File: config.mk
export PLATFORM = sky130hd
export DESIGN_NAME = uart_line_adapter_flat
export DESIGN_NICKNAME = d
export VERILOG_FILES = /design/src/rtl/uart_line_adapter_if.sv /design/src/rtl/uart_line_adapter.sv /design/src/flat_wrapper.sv
export SDC_FILE = /design/constraint.sdc
export NUM_CORES = 1
export LEC_CHECK = 0
export BUFFER_PORTS_ARGS = -buffer_cell sky130_fd_sc_hd__buf_2
export CAP_MARGIN = 10
export CORE_MARGIN = 2
export CORE_UTILIZATION = 50
export DETAILED_ROUTE_END_ITERATION = 12
export PLACE_DENSITY = 0.69
export REMOVE_ABC_BUFFERS = 1
export SYNTH_ARGS = -nofsm -noshare
export SYNTH_HDL_FRONTEND = slang
export SYNTH_SLANG_ARGS = --single-unit
File: constraint.sdc
create_clock -name clock -period 4 [get_ports clock]
set_clock_uncertainty 0.2 [all_clocks]
set_input_delay 0 -clock clock [delete_from_list [all_inputs] [get_ports clock]]
set_output_delay 0 -clock clock [all_outputs]
set_load 0.005 [all_outputs]
File: src/rtl/uart_line_adapter_if.sv
// Byte-stream handshake bundle between the UART line adapter and the host byte bridge.
interface uart_line_adapter_if;
    logic       serial_out_valid;
    logic       serial_out_ready;
    logic [7:0] serial_out_bits;
    logic       serial_in_valid;
    logic       serial_in_ready;
    logic [7:0] serial_in_bits;

    modport master (
        input  serial_out_valid, serial_out_bits, serial_in_ready,
        output serial_out_ready, serial_in_valid, serial_in_bits
    );

    modport slave (
        output serial_out_valid, serial_out_bits, serial_in_ready,
        input  serial_out_ready, serial_in_valid, serial_in_bits
    );
endinterface

File: src/rtl/uart_line_adapter.sv
// UART line endpoint: deserialises txd into a buffered byte stream and serialises bytes onto rxd.
// Define UART_ADAPTER_PARITY_EN for 8E1 framing in both directions; default build is 8N1.
module uart_line_adapter #(
    parameter int unsigned DIV        = 16,
    parameter int unsigned FIFO_DEPTH = 4
) (
    input  logic               clock,
    input  logic               reset,
    input  logic               txd,
    output logic               rxd,
    uart_line_adapter_if.slave bus,
    output logic [7:0]         frame_errs,
    output logic [7:0]         overflows
);
    localparam int unsigned HALF    = DIV >> 1;
    localparam int unsigned TIMER_W = $clog2(DIV);
    localparam int unsigned PTR_W   = $clog2(FIFO_DEPTH);
    localparam logic [TIMER_W-1:0] T_BIT  = TIMER_W'(DIV - 1);
    localparam logic [TIMER_W-1:0] T_HALF = TIMER_W'(HALF - 1);
    // Last stop-bit cycle is spent in IDLE so back-to-back frames keep a DIV-cycle stop bit.
    localparam logic [TIMER_W-1:0] T_STOP = TIMER_W'(DIV - 2);
    localparam logic [PTR_W:0]     FULL_CNT = (PTR_W+1)'(FIFO_DEPTH);

    typedef enum logic [2:0] {
        TX_IDLE, TX_START, TX_DATA,
`ifdef UART_ADAPTER_PARITY_EN
        TX_PARITY,
`endif
        TX_STOP
    } tx_state_t;

    typedef enum logic [2:0] {
        RX_IDLE, RX_START, RX_DATA,
`ifdef UART_ADAPTER_PARITY_EN
        RX_PARITY,
`endif
        RX_STOP
    } rx_state_t;

    // ---------------- transmitter (serial_in -> rxd) ----------------
    tx_state_t          tx_state, tx_state_n;
    logic [TIMER_W-1:0] tx_timer, tx_timer_n;
    logic [2:0]         tx_bitcnt, tx_bitcnt_n;
    logic [7:0]         tx_shift, tx_shift_n;
    logic               rxd_n;
`ifdef UART_ADAPTER_PARITY_EN
    logic               tx_par, tx_par_n;
`endif

    assign bus.serial_in_ready = (tx_state == TX_IDLE) && !reset;

    always_comb begin
        tx_state_n  = tx_state;
        tx_timer_n  = tx_timer;
        tx_bitcnt_n = tx_bitcnt;
        tx_shift_n  = tx_shift;
        rxd_n       = rxd;
`ifdef UART_ADAPTER_PARITY_EN
        tx_par_n    = tx_par;
`endif
        case (tx_state)
            TX_IDLE: begin
                rxd_n = 1'b1;
                if (bus.serial_in_valid) begin
                    tx_shift_n = bus.serial_in_bits;
`ifdef UART_ADAPTER_PARITY_EN
                    tx_par_n   = ^bus.serial_in_bits;
`endif
                    tx_timer_n = T_BIT;
                    tx_state_n = TX_START;
                    rxd_n      = 1'b0;
                end
            end
            TX_START: begin
                if (tx_timer == '0) begin
                    tx_state_n  = TX_DATA;
                    tx_timer_n  = T_BIT;
                    tx_bitcnt_n = '0;
                    rxd_n       = tx_shift[0];
                end else begin
                    tx_timer_n = tx_timer - 1'b1;
                end
            end
            TX_DATA: begin
                if (tx_timer == '0) begin
                    tx_timer_n = T_BIT;
                    if (tx_bitcnt == 3'd7) begin
`ifdef UART_ADAPTER_PARITY_EN
                        tx_state_n = TX_PARITY;
                        rxd_n      = tx_par;
`else
                        tx_state_n = TX_STOP;
                        tx_timer_n = T_STOP;
                        rxd_n      = 1'b1;
`endif
                    end else begin
                        tx_bitcnt_n = tx_bitcnt + 1'b1;
                        tx_shift_n  = {1'b0, tx_shift[7:1]};
                        rxd_n       = tx_shift[1];
                    end
                end else begin
                    tx_timer_n = tx_timer - 1'b1;
                end
            end
`ifdef UART_ADAPTER_PARITY_EN
            TX_PARITY: begin
                if (tx_timer == '0) begin
                    tx_state_n = TX_STOP;
                    tx_timer_n = T_STOP;
                    rxd_n      = 1'b1;
                end else begin
                    tx_timer_n = tx_timer - 1'b1;
                end
            end
`endif
            TX_STOP: begin
                if (tx_timer == '0) tx_state_n = TX_IDLE;
                else                tx_timer_n = tx_timer - 1'b1;
            end
            default: begin
                tx_state_n = TX_IDLE;
                rxd_n      = 1'b1;
            end
        endcase
    end

    always_ff @(posedge clock) begin
        if (reset) begin
            tx_state  <= TX_IDLE;
            tx_timer  <= '0;
            tx_bitcnt <= '0;
            tx_shift  <= '0;
            rxd       <= 1'b1;
`ifdef UART_ADAPTER_PARITY_EN
            tx_par    <= 1'b0;
`endif
        end else begin
            tx_state  <= tx_state_n;
            tx_timer  <= tx_timer_n;
            tx_bitcnt <= tx_bitcnt_n;
            tx_shift  <= tx_shift_n;
            rxd       <= rxd_n;
`ifdef UART_ADAPTER_PARITY_EN
            tx_par    <= tx_par_n;
`endif
        end
    end

    // ---------------- receiver (txd -> FIFO) ----------------
    logic               sync1, sync2, rx_prev;
    rx_state_t          rx_state, rx_state_n;
    logic [TIMER_W-1:0] rx_timer, rx_timer_n;
    logic [2:0]         rx_bitcnt, rx_bitcnt_n;
    logic [7:0]         rx_shift, rx_shift_n;
    logic               push_c, frame_err_c;
`ifdef UART_ADAPTER_PARITY_EN
    logic               rx_par_err, rx_par_err_n;
`endif

    always_comb begin
        rx_state_n  = rx_state;
        rx_timer_n  = rx_timer;
        rx_bitcnt_n = rx_bitcnt;
        rx_shift_n  = rx_shift;
        push_c      = 1'b0;
        frame_err_c = 1'b0;
`ifdef UART_ADAPTER_PARITY_EN
        rx_par_err_n = rx_par_err;
`endif
        case (rx_state)
            RX_IDLE: begin
                if (rx_prev && !sync2) begin
                    rx_state_n = RX_START;
                    rx_timer_n = T_HALF;
                end
            end
            RX_START: begin
                if (rx_timer == '0) begin
                    rx_state_n  = sync2 ? RX_IDLE : RX_DATA;
                    rx_timer_n  = T_BIT;
                    rx_bitcnt_n = '0;
                end else begin
                    rx_timer_n = rx_timer - 1'b1;
                end
            end
            RX_DATA: begin
                if (rx_timer == '0) begin
                    rx_shift_n = {sync2, rx_shift[7:1]};
                    rx_timer_n = T_BIT;
                    if (rx_bitcnt == 3'd7) begin
`ifdef UART_ADAPTER_PARITY_EN
                        rx_state_n = RX_PARITY;
`else
                        rx_state_n = RX_STOP;
`endif
                    end else begin
                        rx_bitcnt_n = rx_bitcnt + 1'b1;
                    end
                end else begin
                    rx_timer_n = rx_timer - 1'b1;
                end
            end
`ifdef UART_ADAPTER_PARITY_EN
            RX_PARITY: begin
                if (rx_timer == '0) begin
                    rx_par_err_n = sync2 != ^rx_shift;
                    rx_state_n   = RX_STOP;
                    rx_timer_n   = T_BIT;
                end else begin
                    rx_timer_n = rx_timer - 1'b1;
                end
            end
`endif
            RX_STOP: begin
                if (rx_timer == '0) begin
                    rx_state_n = RX_IDLE;
`ifdef UART_ADAPTER_PARITY_EN
                    if (sync2 && !rx_par_err) push_c = 1'b1;
`else
                    if (sync2) push_c = 1'b1;
`endif
                    else frame_err_c = 1'b1;
                end else begin
                    rx_timer_n = rx_timer - 1'b1;
                end
            end
            default: rx_state_n = RX_IDLE;
        endcase
    end

    always_ff @(posedge clock) begin
        if (reset) begin
            sync1     <= 1'b1;
            sync2     <= 1'b1;
            rx_prev   <= 1'b1;
            rx_state  <= RX_IDLE;
            rx_timer  <= '0;
            rx_bitcnt <= '0;
            rx_shift  <= '0;
`ifdef UART_ADAPTER_PARITY_EN
            rx_par_err <= 1'b0;
`endif
        end else begin
            sync1     <= txd;
            sync2     <= sync1;
            rx_prev   <= sync2;
            rx_state  <= rx_state_n;
            rx_timer  <= rx_timer_n;
            rx_bitcnt <= rx_bitcnt_n;
            rx_shift  <= rx_shift_n;
`ifdef UART_ADAPTER_PARITY_EN
            rx_par_err <= rx_par_err_n;
`endif
        end
    end

    // ---------------- RX byte FIFO and error counters ----------------
    logic [7:0]       fifo_mem [FIFO_DEPTH];
    logic [PTR_W-1:0] wr_ptr, rd_ptr;
    logic [PTR_W:0]   count;
    logic             pop_c, full_c, wr_en_c;

    assign pop_c   = bus.serial_out_valid && bus.serial_out_ready;
    assign full_c  = count == FULL_CNT;
    assign wr_en_c = push_c && (!full_c || pop_c);
    assign bus.serial_out_valid = count != '0;
    assign bus.serial_out_bits  = (count != '0) ? fifo_mem[rd_ptr] : 8'h00;

    always_ff @(posedge clock) begin
        if (wr_en_c) fifo_mem[wr_ptr] <= rx_shift;
    end

    always_ff @(posedge clock) begin
        if (reset) begin
            wr_ptr     <= '0;
            rd_ptr     <= '0;
            count      <= '0;
            frame_errs <= '0;
            overflows  <= '0;
        end else begin
            if (wr_en_c) wr_ptr <= wr_ptr + 1'b1;
            if (pop_c)   rd_ptr <= rd_ptr + 1'b1;
            if (wr_en_c && !pop_c)      count <= count + 1'b1;
            else if (!wr_en_c && pop_c) count <= count - 1'b1;
            if (frame_err_c && frame_errs != 8'hFF) frame_errs <= frame_errs + 8'd1;
            if (push_c && full_c && !pop_c && overflows != 8'hFF) overflows <= overflows + 8'd1;
        end
    end
endmodule

File: src/flat_wrapper.sv
// flat-port wrapper written by rule: the top's interface ports become plain ports
module uart_line_adapter_flat 
#(
    parameter int unsigned DIV        = 16,
    parameter int unsigned FIFO_DEPTH = 4
)
  (clock, reset, txd, rxd, frame_errs, overflows, bus_serial_out_valid, bus_serial_out_bits, bus_serial_in_ready, bus_serial_out_ready, bus_serial_in_valid, bus_serial_in_bits);
  uart_line_adapter_if bus_i ();
  input  logic clock;
  input  logic reset;
  input  logic txd;
  output logic rxd;
  output logic [7:0] frame_errs;
  output logic [7:0] overflows;
  output wire logic [$bits(bus_i.serial_out_valid)-1:0] bus_serial_out_valid;
  output wire logic [$bits(bus_i.serial_out_bits)-1:0] bus_serial_out_bits;
  output wire logic [$bits(bus_i.serial_in_ready)-1:0] bus_serial_in_ready;
  input wire logic [$bits(bus_i.serial_out_ready)-1:0] bus_serial_out_ready;
  input wire logic [$bits(bus_i.serial_in_valid)-1:0] bus_serial_in_valid;
  input wire logic [$bits(bus_i.serial_in_bits)-1:0] bus_serial_in_bits;
  assign bus_serial_out_valid = bus_i.serial_out_valid;
  assign bus_serial_out_bits = bus_i.serial_out_bits;
  assign bus_serial_in_ready = bus_i.serial_in_ready;
  assign bus_i.serial_out_ready = bus_serial_out_ready;
  assign bus_i.serial_in_valid = bus_serial_in_valid;
  assign bus_i.serial_in_bits = bus_serial_in_bits;
  uart_line_adapter #(.DIV(DIV), .FIFO_DEPTH(FIFO_DEPTH)) u_core (.clock(clock), .reset(reset), .txd(txd), .rxd(rxd), .bus(bus_i), .frame_errs(frame_errs), .overflows(overflows));
endmodule
==> reports/metrics.yaml <==
setup_tns_ns: 0
cp.buffers_inverters: 1
period_share: 0.779
mappedNetlistArea_um2: 4420
cts_tree: "yes"
final_util: 0.580
nets: 506
cp_max_fo: 8
rsz0062_at_grt: "no"
h-tree-depth: 3
finalSetupViolCount: 0
clock-sinks: 95
grt_antenna_before_repair: 0
gr-total-overflow: 0
postRouteWirelength_um: 8030
worstSetupPathType: "reg2reg"
hold_viol_final: 0
clockBufferDepth: 2
grt_max_degree: 36
start_util: 0.512
postCtsSetupRepairBufs: 0
dp.final_hpwl_um: 5430
wl_per_cell_um: 13.8
numCtsBuffers: 9
cp_cell_sequence: "ha_1, nand4bb_1, nor3b_2, ha_1, inv_1, fa_1, xor2_1, or3_1, a21oi_1"
outcome: "finished clean"
die_area_um2: 9610
pin_count: 40
first_global_vias: 3045
dr.pass1.iters: 4
fp.dieW_um: 98.0
hold_ws_ns: 0.153
crit_path_start_kind: "flip-flop"
seq_area_frac_synth: 0.503
drt-initial-drc-count: 98
syn_inst: 425
drc: 0
worstSkewPairLatency_ns: 0.36
syn_area_per_cell_um2: 10.4
place_area_um2: 4670
fin_area_um2: 5000
placed_cells: 553
drive_gt1_frac: 0.160
crit_family: "simple AND/OR/NAND/NOR gates"
maxSlewViolCount: 0
fmax_mhz: 321
p_leak_uw: 0.00187
ys_ff_latch: 95
crit_slowest_cell: "nor3b_2"
critical_path_required_ns: 4.09
ir_drop_v: 0.000250
slowest_delay_ns: 0.49
ys_types: 57
die_y_um: 98.0
endpoint_kind: "flip-flop"
powerDensity_nw_per_um2: 501
worst_pin_slew_ns: 0.749
area_growth_pct: 13.2
core_region_area_um2: 8640
layout.cells.non_filler: 583
multi_input_area_um2: 2050
crit_arrival_ns: 3.21
synth-edff-count: 32
final-seq-area_um2: 2220
hold_path_class: "in2reg"
antenna_left: 0
nFillCells: 755
grt_usage: 0.174
vias: 3278
avgViaCountPerCell: 5.62
clk_pin_slew_worst_paths_ns: 0.10
ys.flop_type: "dfxtp_1"
maxCapViolCount: 0
diodes: 0
grt_pass1_wl_um: 13700
relSlewSlack: 0.501
ys_async_sr_fraction: 0
cts_root_buf: "clkbuf_8"
gp_congestion: 0.801
cpMostUsedCell: "ha_1"
ys_warn_count: 0
rows: 34
min_period_ns: 3.12
portBuffers: 39
-- cell type report --
type,instances,area share
inverter,15,0.0113
clock inverter,7,0.0140
multi-input combinational,295,0.410
clock buffer,9,0.0248
timing repair buffer,54,0.0685
sequential,95,0.444
tap,108,0.0270
-- stage by stage --
step | power (uW) | worst slack, ns
floorplan | 1680 | 1.22
global placement | 1860 | 0.970
detailed placement | 1890 | 0.897
CTS | 2530 | 0.872
global route | 2680 | 0.606
finish | 2510 | 0.883
-- routing by layer --
layer / track usage / routed length (um) / share of wire
met4: 0.0705 / 124 / 0.015
met1: 0.213 / 3730 / 0.46
met5: 0 / 0 / 0
met2: 0.305 / 3930 / 0.49
met3: 0.0315 / 241 / 0.030
-- cells in the final DEF (no fill, tap or decap), types with 4 or more instances in the layout --
cell type	count
o21ai_0	16
inv_8	4
or4_1	5
dlygate4sd3_1	14
a211oi_1	10
xor2_1	6
nand2b_1	4
nor3_1	9
edfxtp_1	32
ha_1	22
dfxtp_1	63
nor2_1	40
or2_2	5
buf_2	39
nor2b_1	5
and2_1	15
or3_1	10
nand3_1	10
a21oi_1	30
nand4_1	7
nand2_1	31
clkbuf_8	9
mux4_2	8
mux2i_1	12
inv_1	15
o31ai_1	6
-- synth_stat cells, types with 2 or more instances --
cell type  instances  area [um2]
a2111oi_0          2        17.5
a211oi_1          10        75.1
a21oi_1           30         150
a22oi_1            3        22.5
a31oi_1            3        18.8
and2_1            15        93.8
and3_1             3        18.8
buf_2              2        10.0
clkbuf_1          16        60.1
dfxtp_1           63        1260
edfxtp_1          32         961
ha_1              22         275
inv_1             15        56.3
mux2i_1           12         120
mux4_2             8         180
nand2_1           31         116
nand2b_1           4        25.0
nand3_1           10        50.1
nand4_1            7        43.8
nor2_1            40         150
nor2b_1            5        31.3
nor3_1             9        45.0
nor3b_1            3        22.5
nor3b_2            2        25.0
nor4b_1            2        17.5
o21a_1             2        15.0
o21ai_0           16        80.1
o31ai_1            6        45.0
or2_2              5        31.3
or3_1             10        62.6
or4_1              5        37.5
xnor2_1            2        17.5
xor2_1             6        52.6
-- worst min-delay path: stages --
cell	delay (ns)
dlygate4sd3_1	0.52
buf_2	0.09
or2_2	0.08
-- final timing paths --
kind / from / end / slack (ns) / depth (start not counted)
max reg2reg: u_core.rx_state[0] / u_core.count[2] / 0.88 / 9
min: txd / u_core.sync1 / 0.15 / 3
max: u_core.rx_state[0] / u_core.count[2] / 0.88 / 9
min reg2reg: u_core.sync1 / u_core.sync2 / 0.22 / 1
-- flip-flops by register name (all words and copies together), names as in the netlist, 3 cells and up, named ones only --
name and cells:
u_core.count 3, u_core.fifo_mem 32, u_core.frame_errs 8, u_core.overflows 8, u_core.rx_bitcnt 3, u_core.rx_shift 8, u_core.rx_timer 4, u_core.tx_bitcnt 3
u_core.tx_shift 8, u_core.tx_timer 4
-- timing repair --
item / in CTS / in global routing
gates resized for setup: 0 / 0
hold buffers: 14 / 0
endpoints found under the hold margin: 28 / 0
-- report_power, final --
group          internal, uW  total, uW  switching (uW)
logic                   334        683             349
registers              1090       1200             103
clock network           247        629             382
total                  1670       2510             833
-- cells by family (layout without fill, tap and decap cells) --
| group | after synthesis | after routing | synth area share |
|---|---|---|---|
| AO/OA/AOI/OAI | 85 | 85 | 0.122 |
| XOR/XNOR | 8 | 8 | 0.0158 |
| adder cells (fa/ha/maj) | 23 | 23 | 0.0668 |
| buffers and inverters | 35 | 85 | 0.0328 |
| flip-flops | 95 | 95 | 0.503 |
| multiplexers | 21 | 21 | 0.0705 |
| AND/OR/NAND/NOR | 158 | 158 | 0.190 |
(Power assumes the default switching activity.)
